**src/rtl/sr_latch_driver.sv**
```systemverilog
`default_nettype none
// ============================================================================
//  Module   : sr_latch_driver
//  Purpose  : Clocked initiator for a NAND cross-coupled SR latch with
//             active-low S/R inputs. Single-cycle set/clear commands become
//             non-overlapping, fixed-width low pulses on S or R, followed by
//             a both-high guard gap and, optionally, a readback of the
//             synchronized Q/Qbar.
//  Macro    : SR_DRV_READBACK_EN - when defined, adds the CHECK state and the
//             Q/Qbar synchronizer (q_sync live). When undefined, GAP exits
//             straight to IDLE with done, Q/Qbar are ignored, q_sync = 0.
//  Ports    : clk, rst        - clock, synchronous active-high reset
//             cmd_valid/ready - command handshake (ready only in IDLE)
//             cmd_set/cmd_clr - command fields, exactly one must be set
//             S, R            - active-low latch drives, straight from flops
//             Q, Qbar         - asynchronous latch outputs
//             done, err       - one-cycle completion / failure pulses
//             q_sync          - synchronized Q
//             busy            - FSM not in IDLE
//  Revision : 1.0 - initial release
// ============================================================================
module sr_latch_driver #(
  parameter int PULSE_W   = 4,
  parameter int GAP_W     = 2,
  parameter int TIMEOUT_W = 8
) (
  input  logic clk,
  input  logic rst,
  input  logic cmd_valid,
  output logic cmd_ready,
  input  logic cmd_set,
  input  logic cmd_clr,
  output logic S,
  output logic R,
  input  logic Q,
  input  logic Qbar,
  output logic done,
  output logic err,
  output logic q_sync,
  output logic busy
);

  // Parameter range guards: counters are 8 bits and a width of 0 is meaningless.
  if (PULSE_W < 1 || PULSE_W > 255) begin : g_bad_pulse_w
    $error("sr_latch_driver: PULSE_W=%0d outside 1..255", PULSE_W);
  end
  if (GAP_W < 1 || GAP_W > 255) begin : g_bad_gap_w
    $error("sr_latch_driver: GAP_W=%0d outside 1..255", GAP_W);
  end
  if (TIMEOUT_W < 1 || TIMEOUT_W > 255) begin : g_bad_timeout_w
    $error("sr_latch_driver: TIMEOUT_W=%0d outside 1..255", TIMEOUT_W);
  end

  localparam logic [1:0] ST_IDLE  = 2'd0;
  localparam logic [1:0] ST_PULSE = 2'd1;
  localparam logic [1:0] ST_GAP   = 2'd2;
  localparam logic [7:0] C_PULSE_LD = 8'(PULSE_W - 1);
  localparam logic [7:0] C_GAP_LD   = 8'(GAP_W - 1);
`ifdef SR_DRV_READBACK_EN
  localparam logic [1:0] ST_CHECK  = 2'd3;
  localparam logic [7:0] C_TO_LD   = 8'(TIMEOUT_W - 1);
`endif

  logic [1:0] r_state, w_state_nxt;
  logic [7:0] r_cnt, w_cnt_nxt;
  logic       r_op_set;
  logic       r_s, r_r, r_done, r_err;
  logic       w_s_nxt, w_r_nxt, w_done_nxt, w_err_nxt;
  logic       w_accept, w_legal, w_cnt_zero;

  assign w_accept   = cmd_valid && cmd_ready;
  assign w_legal    = cmd_set ^ cmd_clr;
  assign w_cnt_zero = (r_cnt == 8'd0);

`ifdef SR_DRV_READBACK_EN
  logic r_q_meta, r_q_sync, r_qb_meta, r_qb_sync;
  logic w_match;

  always_ff @(posedge clk) begin
    if (rst) begin
      r_q_meta  <= 1'b0;
      r_q_sync  <= 1'b0;
      r_qb_meta <= 1'b0;
      r_qb_sync <= 1'b0;
    end else begin
      r_q_meta  <= Q;
      r_q_sync  <= r_q_meta;
      r_qb_meta <= Qbar;
      r_qb_sync <= r_qb_meta;
    end
  end

  // (1,1) is the forbidden/transient latch state and never counts as a match.
  assign w_match = r_op_set ? (r_q_sync && !r_qb_sync) : (!r_q_sync && r_qb_sync);
  assign q_sync  = r_q_sync;
`else
  logic w_unused_latch;
  assign w_unused_latch = ^{Q, Qbar};
  assign q_sync = 1'b0;
`endif

  // State register plus registered outputs.
  always_ff @(posedge clk) begin
    if (rst) begin
      r_state  <= ST_IDLE;
      r_cnt    <= 8'd0;
      r_op_set <= 1'b0;
      r_s      <= 1'b1;
      r_r      <= 1'b1;
      r_done   <= 1'b0;
      r_err    <= 1'b0;
    end else begin
      r_state <= w_state_nxt;
      r_cnt   <= w_cnt_nxt;
      if (w_accept && w_legal) begin
        r_op_set <= cmd_set;
      end
      r_s    <= w_s_nxt;
      r_r    <= w_r_nxt;
      r_done <= w_done_nxt;
      r_err  <= w_err_nxt;
    end
  end

  // Next-state and counter.
  always_comb begin
    w_state_nxt = r_state;
    w_cnt_nxt   = r_cnt;
    case (r_state)
      ST_IDLE: begin
        if (w_accept && w_legal) begin
          w_state_nxt = ST_PULSE;
          w_cnt_nxt   = C_PULSE_LD;
        end
      end
      ST_PULSE: begin
        if (w_cnt_zero) begin
          w_state_nxt = ST_GAP;
          w_cnt_nxt   = C_GAP_LD;
        end else begin
          w_cnt_nxt = r_cnt - 8'd1;
        end
      end
      ST_GAP: begin
        if (w_cnt_zero) begin
`ifdef SR_DRV_READBACK_EN
          w_state_nxt = ST_CHECK;
          w_cnt_nxt   = C_TO_LD;
`else
          w_state_nxt = ST_IDLE;
`endif
        end else begin
          w_cnt_nxt = r_cnt - 8'd1;
        end
      end
`ifdef SR_DRV_READBACK_EN
      ST_CHECK: begin
        if (w_match || w_cnt_zero) begin
          w_state_nxt = ST_IDLE;
        end else begin
          w_cnt_nxt = r_cnt - 8'd1;
        end
      end
`endif
      default: begin
        w_state_nxt = ST_IDLE;
        w_cnt_nxt   = 8'd0;
      end
    endcase
  end

  // Next values of the registered outputs. Only a legal command (exactly one
  // of set/clr) ever pulls a line low, so S and R can never be low together.
  always_comb begin
    w_s_nxt    = 1'b1;
    w_r_nxt    = 1'b1;
    w_done_nxt = 1'b0;
    w_err_nxt  = 1'b0;
    case (r_state)
      ST_IDLE: begin
        if (w_accept) begin
          if (w_legal) begin
            w_s_nxt = !cmd_set;
            w_r_nxt = !cmd_clr;
          end else begin
            w_err_nxt = 1'b1;
          end
        end
      end
      ST_PULSE: begin
        if (!w_cnt_zero) begin
          w_s_nxt = !r_op_set;
          w_r_nxt = r_op_set;
        end
      end
      ST_GAP: begin
`ifndef SR_DRV_READBACK_EN
        w_done_nxt = w_cnt_zero;
`endif
      end
`ifdef SR_DRV_READBACK_EN
      ST_CHECK: begin
        w_done_nxt = w_match;
        w_err_nxt  = !w_match && w_cnt_zero;
      end
`endif
      default: begin
        w_s_nxt = 1'b1;
      end
    endcase
  end

  assign S    = r_s;
  assign R    = r_r;
  assign done = r_done;
  assign err  = r_err;
  assign busy = (r_state != ST_IDLE);
  // Ready returns the cycle after done so a completion is never overlapped.
  assign cmd_ready = (r_state == ST_IDLE) && !r_done;

endmodule
`default_nettype wire
```
**config.mk**
```make
export PLATFORM = sky130hd
export DESIGN_NAME = sr_latch_driver
export DESIGN_NICKNAME = d
export VERILOG_FILES = /design/src/rtl/sr_latch_driver.sv
export SDC_FILE = /design/constraint.sdc
export NUM_CORES = 1
export LEC_CHECK = 0
export BUFFER_PORTS_ARGS = -buffer_cell sky130_fd_sc_hd__buf_2
export CAP_MARGIN = 15
export CORE_AREA = 2 2 54 56
export DETAILED_ROUTE_END_ITERATION = 8
export DIE_AREA = 0 0 56 58
export GPL_TIMING_DRIVEN = 0
export HOLD_SLACK_MARGIN = 0.06
export PLACE_DENSITY_LB_ADDON = 0.08
export SYNTH_ARGS = -nofsm -noshare
export SYNTH_HDL_FRONTEND = slang
export SYNTH_SLANG_ARGS = --single-unit
```
**constraint.sdc**
```tcl
create_clock -name clk -period 4 [get_ports clk]
set_input_delay 1.2 -clock clk [delete_from_list [all_inputs] [get_ports clk]]
set_output_delay 1.2 -clock clk [all_outputs]
set_load 0.01 [all_outputs]
```
==> impl_metrics.csv <==
group,metric,value,unit
sta,rsz0062_at_grt,"no",
global_routing,grt_pass1_wl,3020,um
cts,h-tree-depth,1,
sta,layout_setup_ws,1.38,ns
logic_synthesis,ys_async_sr_fraction,0,%
worst_setup_path,worstSetupStartpointType,"flip-flop",
layout,finalNetCount,124,
sta,drv_slew,0,
sta,finalSetupViolCount,0,
logic_synthesis,synth_most_common_cell,"dfxtp_1",
floorplan,ioPinCount,14,
placement,numPortBuffers,10,
floorplan,rows,19,
cts,holdBufCountCts,0,
worst_setup_path,slowest_stage,"dfxtp_1",
drt,routed-wl-met3,61,um
worst_setup_path,r2r_slack,2.10,ns
worst_hold_path,hold_end,"r_op_set",
worst_setup_path,arrival,1.42,ns
placement,gp_congestion,0.720,
logic_synthesis,synth_area_leaders,"dfxtp_1, ha_1, nor2_1, a21oi_1, nand3_1",
global_routing,first_global_vias,682,
drt,drt_iter0_drc,17,
worst_setup_path,r2r_start,"r_cnt[0]",
drt,ant_nets,0,
sta,finalCriticalPeriod,2.62,ns
floorplan,fp.dieW,56,um
flow_run,cap_violations,0,
floorplan,start_util,32.7,%
drt,drc,0,
run_status,status,"completed",
power,power_density,516,nW/um2
cts,cts_buffers,3,
worst_setup_path,worstSetupPathType,"flip-flop to output pin",
drt,wl_per_cell,12.9,um
layout,multi_input_comb_area,493,um2
drt,firstDrtPassIters,4,
power,ir_worst_vdd,0.297,mV
cts,insertion_delay,0.29,ns
logic_synthesis,synth_cells,98,
layout,ff_latch_area,300,um2
drt,via_per_inst,5.27,
cts,postCtsSetupBuffers,0,
logic_synthesis,yosysTopAreaCell,"dfxtp_1",
cts,cts_root_buffer,"clkbuf_4",
worst_setup_path,slowest_delay,0.40,ns
placement,dp_hpwl,1360,um
layout,n_antenna_cell,0,
layout,syn2layout_area_growth,13.2,%
layout,drive_gt1_share,21.4,%
logic_synthesis,ys.flop_type,"dfxtp_1",
global_routing,grt_max_degree,11,
worst_setup_path,end_kind,"output pin",
worst_setup_path,worstRegToRegCells,7,
cts,clkSlewWorstSetupHoldPaths,0.09,ns
power,p_leak,0.401,nW
cts,cts.repair.resized,0,
cts,clockBufferDepth,2,
logic_synthesis,synth.avg_cell_area,8.89,um2
layout,post-route-util,37.0,%
worst_hold_path,hold_depth,2,
drt,dr_wl_met2,904,um
sta,skew,0.0102,ns
global_routing,grtUsageTotal,12.2,%
placement,dpl_cell_area,960,um2
logic_synthesis,synth_edf_count,0,
worst_setup_path,worstPathRequired,2.80,ns
global_routing,grt-ovfl-total,0,
drt,top_layer_used,"met4",
logic_synthesis,syn_area,871,um2
drt,vias,754,
logic_synthesis,synth-seq-cells,15,
drt,met1_length,860,um
layout,design_area,986,um2
worst_hold_path,min_from,"r_op_set",
drt,routed_wl,1840,um
floorplan,core,2660,um2
logic_synthesis,yosysTopAreaCellShare,34.5,%
worst_setup_path,crit_path_max_fanout,8,
floorplan,die_y,58,um
logic_synthesis,ys_seq_area_share,34.5,%
sta,setup_tns,0,ns
sta,max_freq,382,MHz
placement,dp_slack,1.17,ns
sta,hold_viol,0,
layout,nFillCells,290,
sta,fin_crit_sh,65.5,%
logic_synthesis,yosysWarnings,0,
logic_synthesis,syn_nets,109,
cts,cts_tree,"done",
cts,cts_sinks,15,
global_routing,antenna_found_initial,0,
logic_synthesis,synth_cell_type_count,41,
worst_setup_path,worstPathCellList,"or2_1, buf_6, nor2_1, buf_2",
floorplan,die_area,3250,um2
worst_setup_path,r2r-end,"r_cnt[2]",
worst_hold_path,hp-class,"flip-flop to flip-flop",
logic_synthesis,synth_commonest_cells,"dfxtp_1, nor2_1, inv_1",
## placed cells by master (no fill, tap or decap), types with 3 or more instances in the layout
master,count
buf_2,10
clkbuf_4,3
inv_1,8
nand3_1,7
ha_1,4
a21oi_1,7
nor2_1,12
dfxtp_1,15
## cell families (layout without fill, tap and decap cells)
| group | Yosys count | after routing | synth area share [%] |
|---|---|---|---|
| AOI/OAI and AO/OA | 24 | 24 | 20.8 |
| adders and majority gates | 4 | 4 | 5.75 |
| and+or+nand+nor | 38 | 38 | 26.3 |
| xor gates and xnor gates | 1 | 1 | 1.01 |
| muxes | 2 | 2 | 2.30 |
| other | 1 | 1 | 0.431 |
| buffers and inverters | 13 | 27 | 8.91 |
| DFF | 15 | 15 | 34.5 |
## worst max-delay path by stage
stage	start	to	slack (ns)	depth (start not counted)
floorplan	cmd_set	r_cnt[4]	1.39	7
global placement	cmd_set	r_cnt[6]	1.18	8
detailed placement	cmd_set	r_cnt[4]	1.17	8
CTS	r_state[1]	cmd_ready	1.34	4
global route	r_state[1]	cmd_ready	1.30	4
finish	r_state[1]	cmd_ready	1.38	4
## state kept, by name, indices dropped and copies added (netlist names)
name,count
r_op_set,1
done,1
r_state,2
R,1
r_cnt,8
S,1
err,1
## stage by stage
step	total power (W)	hold WS [ns]	instances
after floorplan	0.000371	0.473	98
after CTS	0.000516	0.528	143
after detailed placement	0.000422	0.508	139
final	0.000508	0.521	143
after global routing	0.000552	0.549	143
after global placement	0.000419	0.497	139
## report_power, final
part	switching [W]	internal (W)	leakage, nW
clock network	0.0000518	0.0000387	0.0150
registers	0.0000251	0.000171	0.123
logic	0.000125	0.0000967	0.264
## worst max-delay path, delay by kind of cell (launching register included)
kind                   cells  cell delay [ns]
DFF                        1             0.40
and+or+nand+nor            2             0.44
buffers and inverters      2             0.30
## layer usage
layer / global-route usage, % / vias up
met1: 13.9 / 356
li1: - / 383
met2: 21.3 / 13
met3: 4.02 / 2
met4: 4.42 / 0
met5: 0 / -
## area by class of cell
class                           count  share of cell area, %
Inverter                            8                   3.05
Buffer                              5                   4.82
Clock buffer                        4                   2.66
Multi-Input combinational cell     70                   50.0
Timing Repair Buffer               10                   5.08
Sequential cell                    15                   30.5
Tap cell                           31                   3.93
Note: power is estimated with default switching activity, not from simulation.
